$ cat src/rtl/hwpe_stream_serialize_mc_pkg.sv
// Shared control/flag types for the multi-channel serializer.
package hwpe_stream_serialize_mc_pkg;

  localparam int unsigned HWPE_STREAM_SER_MC_MAX_STREAMS = 16;
  localparam int unsigned HWPE_STREAM_SER_MC_IDX_WIDTH = 4;
  localparam int unsigned HWPE_STREAM_SER_MC_CONTIG_WIDTH = 16;
  localparam int unsigned HWPE_STREAM_SER_MC_CNT_WIDTH = 32;

  // Fields are sized for the largest instance; each instance uses the low bits.
  typedef struct packed {
    logic                                                                     start;
    logic [HWPE_STREAM_SER_MC_MAX_STREAMS-1:0]                                enable_mask;
    logic [HWPE_STREAM_SER_MC_IDX_WIDTH-1:0]                                  first_stream;
    logic [HWPE_STREAM_SER_MC_MAX_STREAMS-1:0][HWPE_STREAM_SER_MC_CONTIG_WIDTH-1:0] nb_contig_m1;
    logic [HWPE_STREAM_SER_MC_CNT_WIDTH-1:0]                                  nb_packets;
  } ctrl_serialize_mc_t;

  typedef struct packed {
    logic                                    busy;
    logic                                    done;
    logic [HWPE_STREAM_SER_MC_IDX_WIDTH-1:0] cur_stream;
    logic [HWPE_STREAM_SER_MC_CNT_WIDTH-1:0] pkt_cnt;
  } flags_serialize_mc_t;

endpackage

$ cat src/rtl/hwpe_stream_serialize_mc_outreg.sv
// One-entry pipeline register with full-throughput ready/valid handshake.
module hwpe_stream_serialize_mc_outreg #(
  parameter int unsigned DATA_WIDTH = 32,
  parameter int unsigned STRB_WIDTH = DATA_WIDTH / 8
) (
  input  logic                  clk_i,
  input  logic                  rst_i,
  input  logic                  clear_i,
  input  logic                  in_valid,
  input  logic [DATA_WIDTH-1:0] in_data,
  input  logic [STRB_WIDTH-1:0] in_strb,
  output logic                  in_ready,
  output logic                  out_valid,
  output logic [DATA_WIDTH-1:0] out_data,
  output logic [STRB_WIDTH-1:0] out_strb,
  input  logic                  out_ready
);

  logic                  valid_q;
  logic [DATA_WIDTH-1:0] data_q;
  logic [STRB_WIDTH-1:0] strb_q;

  // Accept when empty or when the held beat leaves in the same cycle.
  assign in_ready  = ~valid_q | out_ready;
  assign out_valid = valid_q;
  assign out_data  = data_q;
  assign out_strb  = strb_q;

  // Register load/drain; clear discards any held beat.
  always_ff @(posedge clk_i) begin
    if (rst_i | clear_i) begin
      valid_q <= 1'b0;
      data_q  <= '0;
      strb_q  <= '0;
    end else if (in_ready) begin
      valid_q <= in_valid;
      if (in_valid) begin
        data_q <= in_data;
        strb_q <= in_strb;
      end
    end
  end

endmodule

$ cat src/rtl/hwpe_stream_serialize_mc.sv
// Multi-channel programmable serializer: per-stream bursts, enable mask, bounded jobs.
module hwpe_stream_serialize_mc
  import hwpe_stream_serialize_mc_pkg::*;
#(
  parameter int unsigned NB_IN_STREAMS = 4,
  parameter int unsigned DATA_WIDTH    = 32,
  parameter int unsigned STRB_WIDTH    = DATA_WIDTH / 8,
  parameter int unsigned CONTIG_WIDTH  = 10,
  parameter int unsigned CNT_WIDTH     = 16,
  parameter bit          OUT_REG       = 1'b1
) (
  input  logic                                      clk_i,
  input  logic                                      rst_i,
  input  logic                                      clear_i,
  input  ctrl_serialize_mc_t                        ctrl_i,
  output flags_serialize_mc_t                       flags_o,
  input  logic [NB_IN_STREAMS-1:0]                  push_valid_i,
  input  logic [NB_IN_STREAMS-1:0][DATA_WIDTH-1:0]  push_data_i,
  input  logic [NB_IN_STREAMS-1:0][STRB_WIDTH-1:0]  push_strb_i,
  output logic [NB_IN_STREAMS-1:0]                  push_ready_o,
  output logic                                      pop_valid_o,
  output logic [DATA_WIDTH-1:0]                     pop_data_o,
  output logic [STRB_WIDTH-1:0]                     pop_strb_o,
  input  logic                                      pop_ready_i
);

  localparam int unsigned IDX_W = (NB_IN_STREAMS > 1) ? $clog2(NB_IN_STREAMS) : 1;

  typedef enum logic [1:0] {StIdle, StRun, StDrain} fsm_state_e;

  // Lowest enabled index at or above 'from', else lowest enabled index overall.
  function automatic logic [IDX_W-1:0] next_enabled(input logic [NB_IN_STREAMS-1:0] mask,
                                                    input int from);
    logic [IDX_W-1:0] res;
    logic             found;
    res   = '0;
    found = 1'b0;
    for (int i = int'(NB_IN_STREAMS) - 1; i >= 0; i--) begin
      if (mask[i] && (i >= from)) begin
        res   = IDX_W'(i);
        found = 1'b1;
      end
    end
    if (!found) begin
      for (int i = int'(NB_IN_STREAMS) - 1; i >= 0; i--) begin
        if (mask[i]) res = IDX_W'(i);
      end
    end
    return res;
  endfunction

  fsm_state_e                                state_q, state_d;
  logic [IDX_W-1:0]                          cur_q, cur_d;
  logic [CONTIG_WIDTH-1:0]                   contig_q, contig_d;
  logic [CNT_WIDTH-1:0]                      pkt_q, pkt_d;
  logic [CNT_WIDTH-1:0]                      nb_pkt_q, nb_pkt_d;
  logic [NB_IN_STREAMS-1:0]                  mask_q, mask_d;
  logic [NB_IN_STREAMS-1:0][CONTIG_WIDTH-1:0] contig_m1_q, contig_m1_d;
  logic                                      busy_q, done_q, done_d;

  logic run, cur_valid, stage_ready, xfer, pop_fire;
  logic unused_ctrl;

  assign run       = (state_q == StRun);
  assign cur_valid = push_valid_i[cur_q];
  assign xfer      = run & cur_valid & stage_ready;
  assign pop_fire  = pop_valid_o & pop_ready_i;
  // Upper bits of the shared-width control fields are intentionally ignored.
  assign unused_ctrl = ^ctrl_i;

  // Only the current stream ever sees ready, and only while running.
  always_comb begin
    push_ready_o        = '0;
    push_ready_o[cur_q] = run & stage_ready;
  end

  if (OUT_REG) begin : gen_out_reg
    logic stage_valid;
    assign stage_valid = run & cur_valid;

    hwpe_stream_serialize_mc_outreg #(
      .DATA_WIDTH(DATA_WIDTH),
      .STRB_WIDTH(STRB_WIDTH)
    ) i_outreg (
      .clk_i    (clk_i),
      .rst_i    (rst_i),
      .clear_i  (clear_i),
      .in_valid (stage_valid),
      .in_data  (push_data_i[cur_q]),
      .in_strb  (push_strb_i[cur_q]),
      .in_ready (stage_ready),
      .out_valid(pop_valid_o),
      .out_data (pop_data_o),
      .out_strb (pop_strb_o),
      .out_ready(pop_ready_i)
    );
  end else begin : gen_pass
    assign stage_ready = pop_ready_i;
    assign pop_valid_o = run & cur_valid;
    assign pop_data_o  = run ? push_data_i[cur_q] : '0;
    assign pop_strb_o  = run ? push_strb_i[cur_q] : '0;
  end

  // Next-state: job latch on start, burst/stream stepping and job termination.
  always_comb begin
    state_d     = state_q;
    cur_d       = cur_q;
    contig_d    = contig_q;
    pkt_d       = pkt_q;
    nb_pkt_d    = nb_pkt_q;
    mask_d      = mask_q;
    contig_m1_d = contig_m1_q;
    done_d      = 1'b0;
    unique case (state_q)
      StIdle: begin
        if (ctrl_i.start && (ctrl_i.enable_mask[NB_IN_STREAMS-1:0] != '0)) begin
          mask_d   = ctrl_i.enable_mask[NB_IN_STREAMS-1:0];
          nb_pkt_d = ctrl_i.nb_packets[CNT_WIDTH-1:0];
          for (int i = 0; i < int'(NB_IN_STREAMS); i++) begin
            contig_m1_d[i] = ctrl_i.nb_contig_m1[i][CONTIG_WIDTH-1:0];
          end
          cur_d    = next_enabled(ctrl_i.enable_mask[NB_IN_STREAMS-1:0],
                                  int'(ctrl_i.first_stream));
          contig_d = '0;
          pkt_d    = '0;
          state_d  = StRun;
        end
      end
      StRun: begin
        if (xfer) begin
          // Unbounded jobs saturate the counter instead of wrapping.
          if ((nb_pkt_q != '0) || !(&pkt_q)) pkt_d = pkt_q + CNT_WIDTH'(1);
          if (contig_q == contig_m1_q[cur_q]) begin
            contig_d = '0;
            cur_d    = next_enabled(mask_q, int'(cur_q) + 1);
          end else begin
            contig_d = contig_q + CONTIG_WIDTH'(1);
          end
          if ((nb_pkt_q != '0) && ((pkt_q + CNT_WIDTH'(1)) == nb_pkt_q)) begin
            // With the output register the last beat is still held after acceptance.
            if (OUT_REG) begin
              state_d = StDrain;
            end else begin
              state_d = StIdle;
              done_d  = 1'b1;
            end
          end
        end
      end
      StDrain: begin
        if (pop_fire) begin
          state_d = StIdle;
          done_d  = 1'b1;
        end
      end
      default: state_d = StIdle;
    endcase
  end

  // State register; reset and clear override any start or handshake.
  always_ff @(posedge clk_i) begin
    if (rst_i | clear_i) begin
      state_q     <= StIdle;
      cur_q       <= '0;
      contig_q    <= '0;
      pkt_q       <= '0;
      nb_pkt_q    <= '0;
      mask_q      <= '0;
      contig_m1_q <= '0;
      busy_q      <= 1'b0;
      done_q      <= 1'b0;
    end else begin
      state_q     <= state_d;
      cur_q       <= cur_d;
      contig_q    <= contig_d;
      pkt_q       <= pkt_d;
      nb_pkt_q    <= nb_pkt_d;
      mask_q      <= mask_d;
      contig_m1_q <= contig_m1_d;
      busy_q      <= (state_d != StIdle);
      done_q      <= done_d;
    end
  end

  // Flags zero-extended into the shared-width struct.
  always_comb begin
    flags_o            = '0;
    flags_o.busy       = busy_q;
    flags_o.done       = done_q;
    flags_o.cur_stream = HWPE_STREAM_SER_MC_IDX_WIDTH'(cur_q);
    flags_o.pkt_cnt    = HWPE_STREAM_SER_MC_CNT_WIDTH'(pkt_q);
  end

endmodule

$ cat config.mk
export PLATFORM = sky130hd
export DESIGN_NAME = hwpe_stream_serialize_mc
export DESIGN_NICKNAME = d
export VERILOG_FILES = /design/src/rtl/hwpe_stream_serialize_mc_pkg.sv /design/src/rtl/hwpe_stream_serialize_mc_outreg.sv /design/src/rtl/hwpe_stream_serialize_mc.sv
export SDC_FILE = /design/constraint.sdc
export NUM_CORES = 1
export LEC_CHECK = 0
export ABC_CLOCK_PERIOD_IN_PS = 2750
export BUFFER_PORTS_ARGS = -buffer_cell sky130_fd_sc_hd__buf_2
export CORE_AREA = 2 2 208 210
export DETAILED_ROUTE_END_ITERATION = 7
export DIE_AREA = 0 0 210 212
export GPL_ROUTABILITY_DRIVEN = 1
export GPL_TIMING_DRIVEN = 0
export HOLD_SLACK_MARGIN = 0.1
export PLACE_DENSITY = 0.46
export SYNTH_ARGS = -nofsm -noshare
export SYNTH_HDL_FRONTEND = slang
export SYNTH_SLANG_ARGS = --single-unit
$ cat constraint.sdc
create_clock -name clk_i -period 2.75 [get_ports clk_i]
set_input_delay 0.55 -clock clk_i [delete_from_list [all_inputs] [get_ports clk_i]]
set_output_delay 0.55 -clock clk_i [all_outputs]
set_load 0.01 [all_outputs]
==> run summary <==
Finished Layout Cells -> 1671
Final ANT Viol Nets -> 0
CP Capture Point -> pkt_q[13]
Max cap viols -> 0
CTS Buf Count -> 17
Worst Reg-to-Reg Cells -> 9
Worst setup SP type -> flop
DRC -> 0
Net switching power -> 1.52 mW
WS Path Type -> reg -> reg
Post-synthesis sequential area ratio -> 37.4%
Primary FF master, synth -> dfxtp_1
Status -> finished, final reports clean
1st-iter DRT viols -> 424
VDD IR-drop max -> 0.279 mV
Critical path data required time -> 3.03 ns
Rel. slew slack -> 43.2%
Initial Utilization -> 16.2%
Final #Nets -> 1574
Worst Setup End Kind -> flop
Area fraction of the dominant cell type after synthesis -> 37.4%
Mapped Avg Cell Area -> 8.65 um2
Netlist cell types -> 58
Final Skew -> 0.0113 ns
Reg2reg start -> pkt_q[1]
Root Buffer -> clkbuf_16
CP Depth -> 9
Final Power -> 5.00 mW
Global route overflow -> 0
CTS Sinks -> 129
Cell Area, Synth -> 6910 um2
Die X-Extent -> 210 um
Setup violators final -> 0
Drt wl/cell -> 16.8 um
Cell internal pwr -> 3.48 mW
Ports -> 540
Hold buffers post-CTS -> 0
Fin crit period -> 2.66 ns
Clock Power Share -> 45.5%
Synth Warn # -> 0
Critical path cell sequence -> ha_1 -> buf_2 -> nand2_2 -> or3_1 -> or4_4 -> o21ai_4 -> nor2_2 -> nand4b_1 -> a21oi_2
Area Overhead vs Synth -> 41.3%
Post-Synthesis Cells -> 798
Global Route Usage Sum -> 12.6%
#FFs+latches synth -> 129
Worst path slowest cell -> or4_4
Vias -> 7017
Clock Latency Late Sink -> 0.44 ns
Number of buffers and inverters on the critical path -> 1
Sequential share of power -> 38.8%
Vias in the first global route -> 6789
Die height -> 212 um
Clk buf depth -> 2
Hold slack -> 0.350 ns
R2R setup slack -> 0.09 ns
Final Max Slew Viols -> 0
Setup WS pre-CTS -> -0.631 ns
Avg Vias per Cell -> 4.20
# H-tree levels -> 4
Fillers -> 4683
Die area -> 44500 um2
Ys async rst share -> 0%
Delay-heaviest family, CP -> simple AND/OR/NAND/NOR gates
CP startpoint -> pkt_q[1]
Final Hold Viols -> 0
Final GP Congestion -> 0.855
First-pass GRT wire length -> 41.4 mm
Cell taking the most area after synthesis -> dfxtp_1
Largest net degree at the start of global routing -> 17
R2R Path End -> pkt_q[13]
Largest fanout on the critical path -> 8
Worst EP arrival -> 2.94 ns
Clock transition at the registers of the reported paths -> 0.07 ns
Share of cells above drive strength 1 -> 38.7%
Worst path max stage delay -> 0.61 ns
PwrDens -> 512 nW/um2
Setup ws final -> 0.0888 ns
CTS tree -> done
Core area -> 42500 um2
Worst slew pin tran -> 0.849 ns
Sw Ratio -> 30.3%
TritonRoute pass-1 iters -> 7
Antenna violations before repair -> 2
F_max -> 0.376 GHz
Synth top area cells -> dfxtp_1, mux4_2, nand2_1
Dpl hpwl -> 22.6 mm
Hold/Removal Path Class -> in -> reg
Dpl cells -> 1636
Pleak -> 3.84 nW
Tcrit/Tclk final -> 96.8%
EDFF count, synth -> 0
Port bufs -> 275
Post-Route WL -> 28.1 mm
Std cell rows -> 76
Comb pwr share -> 15.6%
==> registers in the layout, summed over array words and instances, names as in the netlist <==
name and count:
state_q 2, contig_m1_q 40, pkt_q 16, cur_q 2
mask_q 4, gen_out_reg.i_outreg.out_valid 1, busy_q 1, contig_q 10
gen_out_reg.i_outreg.out_data 32, gen_out_reg.i_outreg.out_strb 4, done_q 1, nb_pkt_q 16
==> area by class of cell <==
| cell class | instances | area, um2 | share of cell area, % |
|---|---|---|---|
| Clock inverter | 15 | 161 | 1.65 |
| Timing Repair Buffer | 278 | 1400 | 14.3 |
| Antenna cell | 1 | 2.50 | 0.0256 |
| Sequential cell | 129 | 2590 | 26.5 |
| Buffer | 74 | 413 | 4.23 |
| Clock buffer | 17 | 425 | 4.36 |
| Tap cell | 546 | 683 | 7.00 |
| Multi-Input combinational cell | 605 | 4060 | 41.6 |
| Inverter | 6 | 22.5 | 0.231 |
==> placed cells by master (no fill, tap or decap), types with 18 or more instances in the layout <==
master | netlist | routed
buf_2 | 9 | 282
nand2_1 | 211 | 209
dfxtp_1 | 129 | 125
a21oi_1 | 116 | 115
mux4_2 | 47 | 47
clkbuf_1 | 37 | 32
nor2_1 | 34 | 31
buf_4 | 21 | 25
xnor2_1 | 22 | 22
nand3_1 | 19 | 19
conb_1 | 1 | 18
==> cells by family (layout without fill, tap and decap cells) <==
| group | count (synthesis) | after routing | synth area share (%) |
|---|---|---|---|
| flops | 129 | 129 | 37.4 |
| xor+xnor | 38 | 38 | 4.82 |
| simple gates | 328 | 328 | 21.3 |
| buf+inv | 81 | 390 | 5.82 |
| fa+ha+maj | 2 | 2 | 0.362 |
| compound gates | 171 | 171 | 14.8 |
| mux | 48 | 48 | 15.5 |
| other cells | 1 | 19 | 0.0543 |
==> tightest hold or removal path: stages <==
cell and delay (ns):
buf_2 0.10, nand2_1 0.05, a21oi_1 0.05
==> metrics by stage <==
stage / cell area [um2] / TNS (ns) / util, %
after floorplan: 6970 / 0 / -
after global placement: 9030 / -28.49 / 21.2
after detailed placement: 9030 / -29.49 / 21.2
after CTS: 9690 / -0.0665 / 22.8
after global routing: 9760 / -0.0136 / 23.0
final: 9760 / 0 / 23.0
==> metal layers <==
layer | vias up | track usage (%) | share of wire [%]
met5 | - | 0 | 0.046
met4 | 2 | 3.37 | 1.7
met3 | 17 | 3.46 | 6.4
met2 | 286 | 19.5 | 44
met1 | 3287 | 17.2 | 48
li1 | 3425 | - | -
==> Yosys cell counts (all sizes together) (3+ instances only) <==
library cell / number
a211oi: 4
a21oi: 125
a22oi: 3
a31oi: 4
and2: 3
and3: 4
buf: 38
clkbuf: 37
dfxtp: 129
inv: 6
mux4: 47
nand2: 211
nand2b: 3
nand3: 20
nand3b: 5
nand4: 10
nand4b: 4
nor2: 34
nor3: 9
nor3b: 4
nor4: 8
o21ai: 18
or3: 3
or4: 5
xnor2: 22
xor2: 16
==> power groups by stage <==
stage	clock (mW)	sequential, mW	combinational (mW)
floorplan	0	1.97	0.426
global placement	0	1.98	0.754
detailed placement	0	1.98	0.758
CTS	2.35	1.94	0.774
global route	2.44	1.95	0.853
finish	2.28	1.94	0.781
==> repair_timing <==
item | 4_1_cts | 5_1_grt
resized for setup | 23 | 14
buffers inserted | 0 | 3
gates cloned | 0 | 0
endpoints found under the setup margin | 67 | 20
pin swaps | 0 | 3
==> worst min-delay path by stage <==
stage / from / to / slack [ns] / depth (start not counted)
2_1_floorplan: contig_m1_q[20] / contig_m1_q[20] / 0.43 / 2
3_3_place_gp: contig_m1_q[4] / contig_m1_q[4] / 0.44 / 2
3_5_place_dp: gen_out_reg.i_outreg.out_strb[3] / gen_out_reg.i_outreg.out_strb[3] / 0.44 / 2
4_1_cts: ctrl_i[32] / contig_m1_q[0] / 0.31 / 3
5_1_grt: ctrl_i[87] / contig_m1_q[37] / 0.33 / 3
6_report: ctrl_i[80] / contig_m1_q[30] / 0.35 / 3
Note: power is estimated with default switching activity, not from simulation.
